--- src/rtl/muldiv_unit.sv ---
// Multiply/divide/accumulate engine with private HI/LO registers.
// Pipelined multiplier (MUL_STAGES deep) and restoring divider (DIV_BITS quotient bits per cycle).
module muldiv_unit #(
    parameter int XLEN       = 32,
    parameter int MUL_STAGES = 2,
    parameter int DIV_BITS   = 1
) (
    input  logic            clk,
    input  logic            resetn,
    input  logic            req_valid,
    output logic            req_ready,
    input  logic [2:0]      req_op,
    input  logic [XLEN-1:0] req_x,
    input  logic [XLEN-1:0] req_y,
    input  logic            cancel,
    input  logic            mthi_en,
    input  logic            mtlo_en,
    input  logic [XLEN-1:0] mt_data,
    output logic [XLEN-1:0] hi_o,
    output logic [XLEN-1:0] lo_o,
    output logic            busy,
    output logic            done
);
    localparam int DIV_ITERS = XLEN / DIV_BITS;
    localparam int CNT_W     = $clog2(DIV_ITERS + 1);

    typedef enum logic [1:0] {S_IDLE, S_MUL, S_DIV, S_DFIX} state_t;
    state_t r_state, w_state_next;

    logic              w_fire, w_op_mul, w_op_signed, w_fire_mul, w_fire_div, w_y_zero;
    logic              w_x_neg, w_y_neg;
    logic [XLEN-1:0]   w_x_mag, w_y_mag;
    logic [XLEN-1:0]   r_a, r_b, r_hi, r_lo;
    logic              r_sgn, r_acc, r_sub, r_dz, r_done, r_v0;
    logic [XLEN-1:0]   r_rem, r_quo, r_dvs, w_rem_it, w_quo_it;
    logic [XLEN:0]     w_sh;
    logic              r_neg_q, r_neg_r;
    logic [CNT_W-1:0]  r_cnt;
    logic              w_last_iter, w_mul_last, w_wr_mul, w_wr_div;
    logic [2*XLEN-1:0] w_ma, w_mb, w_hilo, w_mul_res, w_div_res;
    logic              w_v [MUL_STAGES];
    logic [2*XLEN-1:0] w_p [MUL_STAGES];

    // ops 0,1,4..7 multiply; 2,3 divide; even opcodes are signed
    assign w_op_mul    = req_op[2] | ~req_op[1];
    assign w_op_signed = ~req_op[0];
    assign req_ready   = (r_state == S_IDLE) & ~cancel & ~mthi_en & ~mtlo_en;
    assign w_fire      = req_valid & req_ready;
    assign w_fire_mul  = w_fire & w_op_mul;
    assign w_fire_div  = w_fire & ~w_op_mul;
    assign w_y_zero    = (req_y == '0);
    assign w_x_neg     = w_op_signed & req_x[XLEN-1];
    assign w_y_neg     = w_op_signed & req_y[XLEN-1];
    assign w_x_mag     = w_x_neg ? -req_x : req_x;
    assign w_y_mag     = w_y_neg ? -req_y : req_y;

    always_ff @(posedge clk or negedge resetn) begin
        if (!resetn) begin
            r_a   <= '0;
            r_b   <= '0;
            r_sgn <= 1'b0;
            r_acc <= 1'b0;
            r_sub <= 1'b0;
            r_dz  <= 1'b0;
            r_v0  <= 1'b0;
        end else begin
            r_v0 <= w_fire_mul;
            if (w_fire) begin
                r_a   <= req_x;
                r_b   <= req_y;
                r_sgn <= w_op_signed;
                r_acc <= req_op[2];
                r_sub <= req_op[2] & req_op[1];
                r_dz  <= w_y_zero;
            end
        end
    end

    // Stage 0 multiplies the latched operands; later stages only carry the product.
    assign w_ma   = {{XLEN{r_sgn & r_a[XLEN-1]}}, r_a};
    assign w_mb   = {{XLEN{r_sgn & r_b[XLEN-1]}}, r_b};
    assign w_v[0] = r_v0;
    assign w_p[0] = w_ma * w_mb;

    for (genvar gi = 1; gi < MUL_STAGES; gi++) begin : g_mul_pipe
        logic              r_v;
        logic [2*XLEN-1:0] r_p;
        always_ff @(posedge clk or negedge resetn) begin
            if (!resetn) begin
                r_v <= 1'b0;
                r_p <= '0;
            end else begin
                r_v <= w_v[gi-1] & ~cancel;
                r_p <= w_p[gi-1];
            end
        end
        assign w_v[gi] = r_v;
        assign w_p[gi] = r_p;
    end

    assign w_mul_last = w_v[MUL_STAGES-1];

    always_comb begin
        w_rem_it = r_rem;
        w_quo_it = r_quo;
        w_sh     = '0;
        for (int i = 0; i < DIV_BITS; i++) begin
            w_sh     = {w_rem_it, w_quo_it[XLEN-1]};
            w_quo_it = {w_quo_it[XLEN-2:0], 1'b0};
            if (w_sh >= {1'b0, r_dvs}) begin
                w_sh        = w_sh - {1'b0, r_dvs};
                w_quo_it[0] = 1'b1;
            end
            w_rem_it = w_sh[XLEN-1:0];
        end
    end

    always_ff @(posedge clk or negedge resetn) begin
        if (!resetn) begin
            r_rem   <= '0;
            r_quo   <= '0;
            r_dvs   <= '0;
            r_neg_q <= 1'b0;
            r_neg_r <= 1'b0;
            r_cnt   <= '0;
        end else if (w_fire_div) begin
            r_rem   <= '0;
            r_quo   <= w_x_mag;
            r_dvs   <= w_y_mag;
            r_neg_q <= w_x_neg ^ w_y_neg;
            r_neg_r <= w_x_neg;
            r_cnt   <= '0;
        end else if (r_state == S_DIV) begin
            r_rem <= w_rem_it;
            r_quo <= w_quo_it;
            r_cnt <= r_cnt + CNT_W'(1);
        end
    end

    assign w_last_iter = (r_cnt == CNT_W'(DIV_ITERS - 1));

    always_comb begin
        w_state_next = r_state;
        case (r_state)
            S_IDLE: if (w_fire) w_state_next = w_op_mul ? S_MUL : (w_y_zero ? S_DFIX : S_DIV);
            S_MUL:  if (w_mul_last) w_state_next = S_IDLE;
            S_DIV:  if (w_last_iter) w_state_next = S_DFIX;
            S_DFIX: w_state_next = S_IDLE;
            default: w_state_next = S_IDLE;
        endcase
        if (cancel) w_state_next = S_IDLE;
    end

    always_ff @(posedge clk or negedge resetn) begin
        if (!resetn) r_state <= S_IDLE;
        else         r_state <= w_state_next;
    end

    // Cancel suppresses a result write landing in the same cycle.
    assign w_wr_mul  = (r_state == S_MUL) & w_mul_last & ~cancel;
    assign w_wr_div  = (r_state == S_DFIX) & ~cancel;
    assign w_hilo    = {r_hi, r_lo};
    assign w_mul_res = !r_acc ? w_p[MUL_STAGES-1] :
                       (r_sub ? w_hilo - w_p[MUL_STAGES-1] : w_hilo + w_p[MUL_STAGES-1]);
    assign w_div_res = r_dz ? {r_a, {XLEN{1'b1}}} :
                       {(r_neg_r ? -r_rem : r_rem), (r_neg_q ? -r_quo : r_quo)};

    always_ff @(posedge clk or negedge resetn) begin
        if (!resetn) begin
            r_hi   <= '0;
            r_lo   <= '0;
            r_done <= 1'b0;
        end else begin
            r_done <= w_wr_mul | w_wr_div;
            if (w_wr_mul) begin
                {r_hi, r_lo} <= w_mul_res;
            end else if (w_wr_div) begin
                {r_hi, r_lo} <= w_div_res;
            end else if (r_state == S_IDLE) begin
                if (mthi_en) r_hi <= mt_data;
                if (mtlo_en) r_lo <= mt_data;
            end
        end
    end

    assign hi_o = r_hi;
    assign lo_o = r_lo;
    assign busy = (r_state != S_IDLE);
    assign done = r_done;

endmodule

--- config.mk ---
export PLATFORM = sky130hd
export DESIGN_NAME = muldiv_unit
export DESIGN_NICKNAME = d
export VERILOG_FILES = /design/src/rtl/muldiv_unit.sv
export SDC_FILE = /design/constraint.sdc
export NUM_CORES = 2
export LEC_CHECK = 0
export BUFFER_PORTS_ARGS = -buffer_cell sky130_fd_sc_hd__clkbuf_2
export CELL_PAD_IN_SITES_DETAIL_PLACEMENT = 0
export CELL_PAD_IN_SITES_GLOBAL_PLACEMENT = 2
export CORE_MARGIN = 3
export CORE_UTILIZATION = 40
export DETAILED_ROUTE_END_ITERATION = 8
export PLACE_DENSITY_LB_ADDON = 0.1
export SYNTH_ARGS = -nofsm -noshare
export SYNTH_HDL_FRONTEND = slang
export SYNTH_SLANG_ARGS = --single-unit
--- constraint.sdc ---
create_clock -name clk -period 10.7 [get_ports clk]
set_input_delay 2.14 -clock clk [delete_from_list [all_inputs] [get_ports clk]]
set_output_delay 2.14 -clock clk [all_outputs]
set_load 0.01 [all_outputs]
* After elaboration in Yosys (flattened, before gate mapping)
Index checks and enable logic that the tools add are counted.
** Word-level totals
- Bits in registers :: 305
- Bits of input ports :: 105
- Output and inout port bits :: 67
- Logic and storage cells :: 100
** Operators by class
- $add $sub $neg :: 8
- $mul :: 1
- $lt $le $gt $ge :: 1
- Equal/unequal tests :: 7
- Muxes and demuxes :: 30
- Bitwise operators :: 24
- Reductions and logical operators :: 10
** Operator list (count)
- 2-to-1 mux 32 bit :: 17
- 2-to-1 mux 64 bit :: 3
- negator 32 bit :: 4
- adder 64 bit :: 1
- multiplier 33 x 33 -> 64 bit :: 1
- subtractor 64 bit :: 1
- >= comparator 33 x 32 -> 1 bit :: 1
- logical NOT 32 bit :: 1
- subtractor 32 bit :: 1
- bitwise AND 1 bit :: 15
- 2-to-1 mux 6 bit :: 2
- 2-to-1 mux 2 bit :: 5
- != test 3 bit, second input constant :: 3
- nonzero test 3 bit :: 3
- one-hot mux 2 bit (4 select lines) :: 1
- adder 6 x 1 -> 6 bit, second input constant :: 1
- == test 6 x 5 -> 1 bit, second input constant :: 1
- inverter 1 bit :: 6
- == test 2 bit, second input constant :: 2
- AND reduction 2 bit :: 2
- nonzero test 2 bit :: 2
- AND reduction 3 bit :: 1
- == test 2 x 1 -> 1 bit, second input constant :: 1
- logical NOT 2 bit :: 1
- 3 further kinds :: 5

* Depth between registers and ports, before layout
- Depth after elaboration :: 8
- Gate-level depth with buffers :: 31
- Gate-level depth less buffers :: 28

* Least setup slack after synthesis
Ideal clock, no wire load.
- Path type :: register to register
- Start :: register r_a[31]
- End :: register g_mul_pipe[1].r_p[57]
- Library setup time :: 0.124 ns
- Data arrival time :: 7.626 ns
- Required time :: 10.576 ns
- Path slack :: 2.950 ns
- Cell stages (with the launch flop) :: 29
- Path buffers :: 3
- Clock period less this slack :: 7.750 ns
- Cells stage by stage :: dfrtp_1 clkbuf_1 and2_1 clkbuf_1 nand2_1 inv_1 fa_1 fa_1 fa_1 inv_1 fa_1 inv_1 fa_1 fa_1 fa_1 inv_1 fa_1 inv_1 ha_1 clkbuf_1 nand3_1 or4_1 o21ai_0 o21ai_0 nand3_1 a21boi_0 o31ai_1 a21oi_1 xnor2_1
** RTL lines
- start, declared :: RTL line 33 : logic [XLEN-1:0] r_a, r_b, r_hi, r_lo;
- start signal, assigned :: RTL line 69 : r_a <= req_x;
- end signal, assigned :: RTL line 94 : r_p <= w_p[gi-1];
- end, declared :: RTL line 87 : logic [2*XLEN-1:0] r_p;

==> flow_summary.rst <==
.. list-table::
   :header-rows: 1

   * - Metric
     - Value
   * - Main combinational cell family by area after synthesis
     - adder cells
   * - Run status
     - finished clean
   * - Share of layout cells above drive strength 1
     - under 10%
   * - Compound-gate portion of the synthesized area
     - roughly a tenth
   * - Total gr overflow
     - 0
   * - Core region area
     - roughly 150000 sq um
   * - TritonCTS Sinks
     - 305
   * - Routed vias/inst
     - around 5.4
   * - Full die area
     - between 150000 and 200000 sq um
   * - Proportion of synthesized area in mux cells
     - under 10%
   * - Clock-pin slew reported for the worst setup and hold paths after clock tree synthesis
     - approximately 0.060 ns
   * - Most used cell, CP
     - sky130_fd_sc_hd__fa_1
   * - Antenna violations before repair
     - 12
   * - Cells resized by post-CTS repair
     - 0
   * - Hold violation count in the final report
     - 0
   * - Number of hold buffers added after CTS
     - 0
   * - Max-slew violations
     - 0
   * - Maximum clock frequency
     - 111.8 MHz
   * - Number of buffer and inverter instances along the worst setup path
     - 4
   * - Count of warnings emitted by yosys
     - 0
   * - Cell area after synthesis
     - between 50000 and 60000 sq um
   * - Count of cell types in the netlist
     - 82
   * - Type of the worst setup path
     - register to register
   * - Startpoint kind of the worst setup timing path
     - register
   * - # Post-CTS Setup Buffers
     - 0
   * - Largest delay share family, worst path
     - adder cells
   * - Global Route Usage Sum
     - 28.62%
   * - Clock tree from TritonCTS
     - done
   * - Commonest non-fill, non-tap cell in the layout
     - sky130_fd_sc_hd__inv_1
   * - Commonest non-fill, non-tap cells in the layout
     - sky130_fd_sc_hd__inv_1 (1212), sky130_fd_sc_hd__fa_1 (1127), sky130_fd_sc_hd__nand2_1 (947), sky130_fd_sc_hd__and2_1 (371), sky130_fd_sc_hd__a21oi_1 (327)
   * - Critical Path RT
     - 11.19 ns
   * - Cell count after synthesis
     - 6734
   * - Antenna violation net count after detailed routing
     - 0
   * - Via count of the first global-routing pass
     - around 49000
   * - Final nets
     - 8236
   * - First-pass GRT wire length
     - ~330000 microns
   * - Area growth from synthesis to layout
     - 7.257%
   * - Post-synthesis share of cell area spent on full adders, half adders and majority gates
     - 44.33%
   * - Net Count, Synth
     - 8279
   * - Buffers on Ports
     - ~170
   * - Crit-path max cell delay
     - around 1.1 ns
   * - Last weighted congestion value of the routability-driven placer
     - between 0.9 and 1
   * - Top FF cell, synth
     - sky130_fd_sc_hd__dfrtp_1
   * - Slew at the pin closest to its max-slew limit
     - 1.304 ns
   * - Time the final worst path needs with I/O delays and setup
     - 8.944 ns
   * - Routed vias
     - 46960
   * - Headroom to the max-slew limit
     - 12.16%
   * - Multi-input combinational cell area
     - roughly 46000 sq um
   * - Height of the chip
     - 392.4 microns
   * - Worst Setup End Kind
     - register
   * - Max cap viols
     - 0
   * - Footprint of the flip-flops and latches
     - 7639 sq um
   * - Cell chain of the critical path
     - buf_4 -> and2_1 -> fa_1 -> inv_1 -> fa_1 -> fa_1 -> fa_1 -> inv_1 -> ha_1 -> ha_1 -> fa_1 -> fa_1 -> ha_1 -> nand2_1 -> a2111oi_0 -> buf_4 -> a22oi_1 -> o311a_1 -> o21a_1 -> o21ai_0 -> a31oi_1 -> o21ai_0 -> a41oi_1 -> xnor2_1
   * - Syn_area_per_cell
     - approximately 8.9 sq um
   * - Class of the most critical hold timing path
     - register to register
   * - Clock skew
     - a little over 0.06 ns
   * - Post-synth ARST share
     - 100.0%
   * - Setup TNS
     - 0 ns
   * - Count of flip-flops with a built-in enable after synthesis
     - 0
   * - Share of the yosys chip area belonging to registers
     - between 10% and 20%
   * - Number of H-tree branching levels
     - 2
   * - Row cnt
     - approximately 140
   * - Iteration-0 DRC Markers
     - 3899
   * - Cell at the root of the clock tree
     - sky130_fd_sc_hd__clkbuf_16
   * - Final wirelength
     - 218100 microns
   * - Clk Latency, worst-skew pair
     - approximately 0.62 ns
   * - Total clock buffers created by CTS
     - 40
   * - Synthesis-stage register bit count
     - just over 300
   * - Setup repair after global routing missed its margin
     - false
   * - Share of the clock period used by the worst path after layout
     - between 80% and 90%
   * - Filler Cells Inserted
     - approximately 15000
   * - HPWL reported at the end of detailed placement
     - approximately 180000 microns
   * - Simple-gate area share of the yosys netlist
     - approximately 15%
   * - Starting density of the core
     - roughly 40%
   * - Xor-xnor portion of the synthesized cell area
     - under 10%
   * - Slowest stage cell, crit path
     - sky130_fd_sc_hd__dfrtp_1
   * - Clock Path Buffers
     - 3
   * - Largest fanout on the critical path
     - 15
   * - Remaining design rule violation count
     - 0
   * - Post-detailed-placement cell area
     - between 60000 and 70000 sq um
   * - Largest net degree at the start of global routing
     - 142
   * - Router iterations before antenna repair
     - 5
   * - Routed len/inst
     - ~25 microns
   * - Post-layout instance area
     - 64060 sq um
   * - Final setup viols
     - 0
   * - Worst endpoint data arrival time
     - about 9.4 ns
   * - I/O pins
     - approximately 170
   * - DIE WIDTH
     - 392.4 microns
[stage by stage]
step	hold WS [ns]	cells	utilization (%)	worst slack [ns]
detailed placement	0.4536	8579	42.31	1.828
global placement	0.4474	8579	42.31	1.914
global route	0.4908	8652	43.26	1.481
floorplan	0.4385	6734	-	2.950
finish	0.4755	8665	43.28	1.756
CTS	0.4769	8652	43.26	1.786
[path summary, 6_finish.rpt]
| kind | slack, ns | cells after the start | endpoint | startpoint |
|---|---|---|---|---|
| max | 1.76 | 24 | g_mul_pipe[1].r_p[60]$_DFF_PN0_ | r_a[15]$_DFFE_PN0P_ |
| min | 0.48 | 1 | g_mul_pipe[1].r_v$_DFF_PN0_ | r_v0$_DFF_PN0_ |
| max reg2reg | 1.76 | 24 | g_mul_pipe[1].r_p[60]$_DFF_PN0_ | r_a[15]$_DFFE_PN0P_ |
| min reg2reg | 0.48 | 1 | g_mul_pipe[1].r_v$_DFF_PN0_ | r_v0$_DFF_PN0_ |
| max in group asynchronous | 7.53 | 2 | g_mul_pipe[1].r_p[17]$_DFF_PN0_ | resetn |
| min in group asynchronous | 1.59 | 1 | r_b[14]$_DFFE_PN0P_ | resetn |
[area by class of cell]
class | instances | area share (%)
Clock buffer | 50 | 1.717
Sequential cell | 305 | 11.92
Multi-Input combinational cell | 4819 | 71.85
Antenna cell | 13 | 0.05078
Inverter | 1212 | 7.102
Tap cell | 1930 | 3.770
Clock inverter | 23 | 0.4727
Timing Repair Buffer | 313 | 3.113
[kinds of logic (layout without fill, tap and decap cells)]
| family | count (synthesis) | after routing |
|---|---|---|
| AO/OA/AOI/OAI | 1021 | 1021 |
| XOR/XNOR | 340 | 340 |
| adder cells (fa/ha/maj) | 1440 | 1440 |
| buffers and inverters | 1610 | 1598 |
| flip-flops | 305 | 305 |
| multiplexers | 117 | 117 |
| other | 0 | 13 |
| AND/OR/NAND/NOR | 1901 | 1901 |
[synthesized netlist by cell type (27+ instances only)]
cell type	count	area (sq um)
sky130_fd_sc_hd__a21oi_1	328	1642
sky130_fd_sc_hd__fa_1	1127	22560
sky130_fd_sc_hd__nor2_1	233	874.6
sky130_fd_sc_hd__nor3_1	45	225.2
sky130_fd_sc_hd__ha_1	313	3916
sky130_fd_sc_hd__and3_1	34	212.7
sky130_fd_sc_hd__o21ai_0	240	1201
sky130_fd_sc_hd__mux2i_1	50	500.5
sky130_fd_sc_hd__o221ai_1	32	280.3
sky130_fd_sc_hd__and2_1	371	2321
sky130_fd_sc_hd__o31ai_1	38	285.3
sky130_fd_sc_hd__a21o_1	81	608.1
sky130_fd_sc_hd__xor2_1	97	849.6
sky130_fd_sc_hd__or3_1	34	212.7
sky130_fd_sc_hd__clkbuf_1	379	1423
sky130_fd_sc_hd__a31oi_1	47	294.0
sky130_fd_sc_hd__nand4_1	27	168.9
sky130_fd_sc_hd__xnor2_1	243	2128
sky130_fd_sc_hd__nand3_1	67	335.3
sky130_fd_sc_hd__mux2_2	67	754.5
sky130_fd_sc_hd__nand2_1	948	3558
sky130_fd_sc_hd__dfrtp_1	305	7632
sky130_fd_sc_hd__inv_1	1212	4549
sky130_fd_sc_hd__o22ai_1	28	175.2
sky130_fd_sc_hd__o21bai_1	28	210.2
[routing by layer]
| metal | vias to the layer above | global-route usage [%] | wire length (microns) |
|---|---|---|---|
| li1 | 20970 | - | - |
| met1 | 24510 | 42.19 | 101600 |
| met2 | 1315 | 45.36 | 98910 |
| met3 | 160 | 3.846 | 13550 |
| met4 | 4 | 5.122 | 4033 |
| met5 | - | 0 | 29 |
[state kept, by name, summed over array words and instances (netlist names)]
signal,flops
r_dz,1
g_mul_pipe.r_p,64
r_v0,1
r_cnt,6
r_b,32
lo_o,32
r_a,32
r_rem,32
hi_o,32
r_dvs,32
r_neg_r,1
r_acc,1
r_sub,1
r_neg_q,1
r_quo,32
g_mul_pipe.r_v,1
done,1
r_sgn,1
r_state,2
Power is not shown: default switching activity piles up to over one toggle a cycle in this logic, so the estimate is an artifact.
